[src/rtl/fp_int_wb_queue.sv]
// Result queue between the FP-to-integer stage and the integer writeback port.
// Retiring entries accrue their exception flags into the sticky fflags state.
module fp_int_wb_queue #(
   parameter int DEPTH = 4,
   parameter int TAGW  = 5
) (
   input  logic                     clk,
   input  logic                     rst_l,
   input  logic                     flush,
   input  logic                     in_valid,
   output logic                     in_ready,
   input  logic [63:0]              in_data,
   input  logic [4:0]               in_exc,
   input  logic [TAGW-1:0]          in_rd,
   output logic                     out_valid,
   input  logic                     out_ready,
   output logic [63:0]              out_data,
   output logic [TAGW-1:0]          out_rd,
   input  logic                     fflags_we,
   input  logic [4:0]               fflags_wdata,
   output logic [4:0]               fflags,
   output logic [$clog2(DEPTH):0]   count
);

   localparam int PW = $clog2(DEPTH);
   localparam int CW = PW + 1;

   typedef struct packed {
      logic [63:0]     data;
      logic [4:0]      exc;
      logic [TAGW-1:0] rd;
   } entry_t;

   entry_t          mem [DEPTH];
   logic [PW-1:0]   wr_ptr;
   logic [PW-1:0]   rd_ptr;
   logic [CW-1:0]   count_q;
   logic [4:0]      fflags_q;

   logic            enq;
   logic            deq;
   entry_t          head;
   logic [CW-1:0]   count_next;
   logic [4:0]      fflags_next;

   assign in_ready  = (count_q != CW'(DEPTH));
   assign out_valid = (count_q != '0);
   assign enq       = in_valid & in_ready & ~flush;
   assign deq       = out_valid & out_ready;

   assign head      = mem[rd_ptr];
   assign out_data  = head.data;
   assign out_rd    = head.rd;
   assign fflags    = fflags_q;
   assign count     = count_q;

   // NOTE: combinational next-state logic uses blocking assignments with a
   // default first, so no path leaves a variable unassigned (no latch).
   always_comb begin
      count_next = count_q;
      case ({enq, deq})
         2'b10:   count_next = count_q + CW'(1);
         2'b01:   count_next = count_q - CW'(1);
         default: count_next = count_q;
      endcase
      // A flush does not change accrual: a head retiring in the flush cycle
      // still belongs to writeback, and discarded entries never reach here.
      fflags_next = (fflags_we ? fflags_wdata : fflags_q) | (deq ? head.exc : 5'b0);
   end

   // NOTE: state registers use non-blocking assignments so every register
   // samples pre-edge values regardless of process ordering.
   always_ff @(posedge clk or negedge rst_l) begin
      if (!rst_l) begin
         wr_ptr   <= '0;
         rd_ptr   <= '0;
         count_q  <= '0;
         fflags_q <= '0;
      end else begin
         fflags_q <= fflags_next;
         if (flush) begin
            wr_ptr  <= '0;
            rd_ptr  <= '0;
            count_q <= '0;
         end else begin
            count_q <= count_next;
            if (enq) wr_ptr <= wr_ptr + PW'(1);
            if (deq) rd_ptr <= rd_ptr + PW'(1);
         end
      end
   end

   // NOTE: entry storage has no reset; count gates out_valid, so stale
   // contents are never observed and the array maps onto plain registers/RAM.
   always_ff @(posedge clk) begin
      if (enq) mem[wr_ptr] <= '{data: in_data, exc: in_exc, rd: in_rd};
   end

   a_no_accept_when_full: assert property (
      @(posedge clk) disable iff (!rst_l) (in_valid && !in_ready) |-> !enq);

   a_count_bounded: assert property (
      @(posedge clk) disable iff (!rst_l) count_q <= CW'(DEPTH));

endmodule

[config.mk]
export PLATFORM = sky130hd
export DESIGN_NAME = fp_int_wb_queue
export DESIGN_NICKNAME = d
export VERILOG_FILES = /design/src/rtl/fp_int_wb_queue.sv
export SDC_FILE = /design/constraint.sdc
export NUM_CORES = 1
export LEC_CHECK = 0
export ABC_AREA = 1
export CORE_UTILIZATION = 49
export DETAILED_ROUTE_END_ITERATION = 10
export GPL_TIMING_DRIVEN = 0
export PLACE_DENSITY = 0.8
export SLEW_MARGIN = 20
export SYNTH_ARGS = -nofsm -noshare
export SYNTH_HDL_FRONTEND = slang
export SYNTH_SLANG_ARGS = --single-unit
[constraint.sdc]
create_clock -name clk -period 4.4 [get_ports clk]
set_input_delay 0.44 -clock clk [delete_from_list [all_inputs] [get_ports clk]]
set_output_delay 0.44 -clock clk [all_outputs]
set_load 0.02 [all_outputs]
==> flow_metrics.tcl, run 1 <==
set metrics [dict create \
    outcome "finished, final reports clean" \
    clock.fmax_ghz 0.292 \
    endpoint_kind "primary output" \
    startpoint "rd_ptr[0]$_DFFE_PN0P_" \
    post-route-period-util_pct 77.8 \
    holdBufCountCts 0 \
    max_cap_violations 0 \
    routed_via_density 5.37 \
    power_density_nw_per_um2 554 \
    antenna_found_initial 0 \
    pre_cts_slack_ps 1550 \
    syn_inst 803 \
    rsz0062_at_grt "false" \
    synthTopCellsByCount "296 x edfxtp_1, 143 x nor2_1, 118 x o21ai_0, 69 x o22ai_1, 37 x nand2_1" \
    grt_use_total_pct 22.3 \
    grt_pass1_wl_um 40800 \
    ios 164 \
    grt_max_degree 25 \
    h-tree-depth 1 \
    worstPathRequired_ps 3960 \
    layout.nets 1100 \
    gp_congestion 0.803 \
    yosysMostFrequentCell "edfxtp_1" \
    p_leak_nw 5.03 \
    rrSetupSlack_ps 2060 \
    seq_area_frac_synth_pct 78.9 \
    grt_pass1_vias 7461 \
    root_buffer "clkbuf_16" \
    period_minus_slack_ps 3420 \
    drt-total-wl_um 26800 \
    yosys_warnings 0 \
    initial_utilization_pct 49.8 \
    ant_nets 0 \
    io_buffer_count 162 \
    ir_drop_mv 0.436 \
    syn_area_per_cell_um2 14.5 \
    cts_tree "done" \
    min_path_type "input pin to asynchronous set/reset pin" \
    worstPathArrival_ps 2980 \
    fin_ws_ps 977 \
    async_reset_ff_share_pct 3.90 \
    synth_top_cell_by_area "edfxtp_1" \
    worst_slew_pin_slew_ps 798 \
    slew_viol_final 0 \
    die_area_um2 24400 \
    synthFlopType "edfxtp_1" \
    place_area_um2 14000 \
    stdcell_area_um2 14900 \
    die_h_um 156 \
    worstSetupPathType "flop to primary output" \
    cts_resized 0 \
    finalHoldViolCount 0 \
    path_clk_slew_ps 60 \
    dr.pass1.iters 5 \
    regToRegStartpoint "count[0]$_DFFE_PN0P_" \
    clk-insertion-delay-late_ps 560 \
    wl_per_cell_um 19.8 \
    finalClockSkew_ps 29.9 \
    place_hpwl_um 17200 \
    slew_headroom_pct 46.7 \
    synth_edf_count 296 \
    start_kind "flop" \
    setup-violations-final 0 \
    totalPowerFinal_w 0.00827 \
    synth-seq-cells 308 \
    cts_sinks 308 \
    vias 7264 \
    postCtsSetupRepairBufs 0 \
    initialDrtViolationCount 463 \
    fp.dieW_um 156 \
    core-area_um2 23400 \
    fp-row-count 56 \
    cts_buffer_depth 3 \
    synth_cell_types 25 \
    syn_nets 893 \
    netlist.area_leader.share_pct 76.3 \
    drive_above_1_share_pct 8.52 \
    cts_made_buffers 30 \
    synth_area_leaders "edfxtp_1 76%, o21ai_0 5.1%, nor2_1 4.6%, o22ai_1 3.7%, dfrtp_1 2.6%" \
    grt_overflow 0 \
    critPathMaxFanout 10 \
    antenna_cells_inserted 0 \
    area_delta_synth_final_pct 28.2 \
    drc 0 \
    syn_area_um2 11600 \
]
[through the flow]
step,utilization [%],TNS [ps],std cells,hold slack [ps]
3_3_place_gp,58.4,-842190,1284,482
6_report,63.8,0,1352,255
5_1_grt,63.8,0,1352,302
2_1_floorplan,-,-42290,803,144
4_1_cts,63.8,0,1352,256
3_5_place_dp,59.9,0,1297,495
[state kept, by name, indices dropped and copies added (netlist names)]
name    flops
mem       296
count       3
fflags      5
rd_ptr      2
wr_ptr      2
[worst max-delay path, cell delays in order, from the launching register on]
cell	delay [ps]
dfrtp_1	550
buf_6	250
inv_4	120
clkbuf_1	420
o21ai_0	190
o22ai_1	190
clkdlybuf4s50_1	700
[report_power, final]
part           internal [W]  leakage (nW)  switching, W
registers           0.00343          2.83     0.0000740
logic              0.000948          1.75       0.00142
clock network       0.00137         0.447       0.00103
total               0.00575          5.03       0.00252
[area by class of cell]
type	instances	area [um^2]
sequential	308	9190
tap	319	399
inverter	14	55.1
fill	1749	8460
buffer	49	285
timing repair buffer	175	1930
clock buffer	39	785
multi-input combinational	432	2150
clock inverter	16	140
[per-layer routing]
metal  part of all wire [%]  vias to the layer above  GRT usage (%)
met5                      0                        -              0
met4                    1.7                        0           5.46
met3                    7.8                       40           4.81
met2                     50                      283           37.9
met1                     41                     3523           29.4
li1                       -                     3418              -
[path summary, 6_finish.rpt]
| kind | endpoint | depth (start not counted) |
|---|---|---|
| min | count[2]$_DFFE_PN0P_ | 1 |
| min reg2reg | fflags[2]$_DFF_PN0_ | 2 |
| min in group clk | fflags[3]$_DFF_PN0_ | 3 |
| max in group asynchronous | fflags[4]$_DFF_PN0_ | 1 |
| max | out_data[7] | 6 |
| max reg2reg | mem[2][43]$_DFFE_PP_ | 6 |
[cells in the final DEF, fill, tap and decap left out]
cell / Yosys / final
bufinv_16: 0 / 2
mux2i_1: 5 / 5
a21oi_1: 1 / 1
xnor2_1: 1 / 1
dfrtp_1: 12 / 12
clkinv_1: 0 / 5
clkbuf_16: 0 / 30
clkbuf_1: 29 / 38
buf_12: 0 / 6
inv_4: 1 / 1
clkinv_8: 0 / 1
o21ai_0: 118 / 118
ha_1: 4 / 4
clkinv_2: 0 / 6
nor2_2: 1 / 1
buf_4: 1 / 1
a21boi_4: 1 / 1
buf_2: 6 / 6
nand2_1: 37 / 37
o21ai_1: 25 / 25
nor2_4: 0 / 4
buf_1: 1 / 1
nand2_2: 3 / 3
clkinvlp_4: 0 / 2
fa_1: 1 / 1
buf_6: 12 / 12
inv_2: 4 / 4
nor2_1: 143 / 139
inv_1: 9 / 9
clkdlybuf4s50_1: 0 / 162
o22ai_1: 69 / 69
edfxtp_1: 296 / 296
nand3_1: 22 / 22
nand3_2: 1 / 1
buf_16: 0 / 7
[cell families (layout without fill, tap and decap cells)]
family / count (synthesis) / in the layout / synth area share [%]
compound gates: 214 / 214 / 10.1
flops: 308 / 308 / 78.9
xor+xnor: 1 / 1 / 0.0752
mux: 5 / 5 / 0.430
buf+inv: 63 / 293 / 2.92
fa+ha+maj: 5 / 5 / 0.601
simple gates: 207 / 207 / 7.05
No activity file was read; power rests on OpenSTA's default activity.
==> run 2, diff against run 1 <==
- clock period: 4.4 -> 3 ns (I/O delays scaled with it)
==> flow_metrics.tcl, run 2 (synthesis results as in run 1) <==
set metrics [dict create \
    fp-row-count 56 \
    crit_family "buffers and inverters" \
    holdBufCountCts 0 \
    ant_nets 0 \
    drive_above_1_share_pct 10.4 \
    r2r_cells 6 \
    finalClockSkew_ps 11.8 \
    min_path_type "input pin to asynchronous set/reset pin" \
    wl_per_cell_um 19.3 \
    max_cap_violations 0 \
    core-area_um2 23400 \
    die_area_um2 24400 \
    path_common_cell "buf_6" \
    critPathMaxFanout 10 \
    cts_made_buffers 30 \
    grt_use_total_pct 21.4 \
    vias 7320 \
    drc 0 \
    place_inst 1296 \
    ios 164 \
    period_minus_slack_ps 2990 \
    outcome "finished, final reports clean" \
    layout.nets 1099 \
    clk-insertion-delay-late_ps 550 \
    grt_max_degree 25 \
    final_common_cell "edfxtp_1" \
    worstPathArrival_ps 2690 \
    slew_headroom_pct 52.5 \
    start_kind "flop" \
    dr.pass1.iters 5 \
    reg2reg_to "mem[0][35]$_DFFE_PP_" \
    die_h_um 156 \
    endpoint_kind "primary output" \
    ir_drop_mv 0.604 \
    p_leak_nw 5.59 \
    grt_pass1_wl_um 39400 \
    cpPeakStageDelay_ps 640 \
    initial_utilization_pct 49.8 \
    post-route-period-util_pct 99.5 \
    largest_reg_flops 296 \
    io_buffer_count 162 \
    routed_via_density 5.41 \
    initialDrtViolationCount 457 \
    finalHoldViolCount 0 \
    worstSetupPathType "flop to primary output" \
    power_density_nw_per_um2 815 \
    root_buffer "clkbuf_16" \
    crit_slowest_cell "clkdlybuf4s50_1" \
    area_delta_synth_final_pct 30.1 \
    grt_pass1_vias 7362 \
    cp_num_buf_inv 5 \
    h-tree-depth 1 \
    startpoint "rd_ptr[0]$_DFFE_PN0P_" \
    regMostFlops "mem" \
    drt-total-wl_um 26200 \
    path_clk_slew_ps 60 \
    finalNonFillerCells 1353 \
    cts_tree "done" \
    place_hpwl_um 16600 \
    grt_overflow 0 \
    slew_viol_final 0 \
    cts_sinks 308 \
    rrSetupSlack_ps 660 \
    fin_util_pct 64.8 \
    cts_buffer_depth 3 \
    antenna_found_initial 0 \
    rsz0062_at_grt "true" \
    path_cells "buf_6 -> inv_4 -> buf_6 -> buf_6 -> nor2_1 -> o22ai_1 -> clkdlybuf4s50_1" \
    gp_congestion 0.790 \
    final_cell_mix "296 x edfxtp_1, 139 x nor2_1, 118 x o21ai_0" \
    setup-violations-final 0 \
    fp.dieW_um 156 \
    worstPathRequired_ps 2700 \
    clock.fmax_ghz 0.335 \
    worst_slew_pin_slew_ps 710 \
    regToRegStartpoint "count[1]$_DFFE_PN0P_" \
]
run 2: per-stage QoR:
step	area (um^2)	TNS (ps)	hold slack, ps	setup WS (ps)	power (W)
finish	15200	0	117	13.7	0.0124
global route	15200	-67.9	171	-67.9	0.0128
CTS	15000	-2720	115	-131	0.0125
detailed placement	14000	0	497	342	0.00867
global placement	13700	-566340	484	-2010	0.00855
floorplan	11700	-99130	4.41	-335	0.00704
run 2: worst max path at each step:
| stage | endpoint | slack [ps] | cells past startpoint |
|---|---|---|---|
| 2_1_floorplan | mem[0][0]$_DFFE_PP_ | -330 | 4 |
| 3_3_place_gp | mem[3][34]$_DFFE_PP_ | -2010 | 4 |
| 3_5_place_dp | out_data[13] | 340 | 6 |
| 4_1_cts | out_data[37] | -130 | 6 |
| 5_1_grt | out_data[33] | -70 | 5 |
| 6_report | out_data[33] | 10 | 7 |
run 2: repair_timing:
action                     4_1_cts  5_1_grt
pin swaps                        0        0
setup endpoints to repair       69       58
resized for setup               18       69
setup buffers                    0        0
run 2: area by class of cell:
type                       instances  area (um^2)
timing repair buffer             174         2020
multi-input combinational        432         2150
buffer                            49          300
antenna                            1         2.50
inverter                          14         55.1
sequential                       308         9190
fill                            1661         8250
clock inverter                    21          245
clock buffer                      35          791
tap                              319          399
run 2: power breakdown:
part	internal [W]	switching [W]
Clock	0.00232	0.00155
Combinational	0.00130	0.00206
Sequential	0.00503	0.000110
Total	0.00864	0.00371
run 2: per-layer routing:
layer	track usage, %	routed length, um	up-vias
met3	4.72	1830	41
met2	36.5	13200	277
met4	6.82	554	0
li1	-	-	3417
met1	27.2	10500	3585
met5	0	0	-
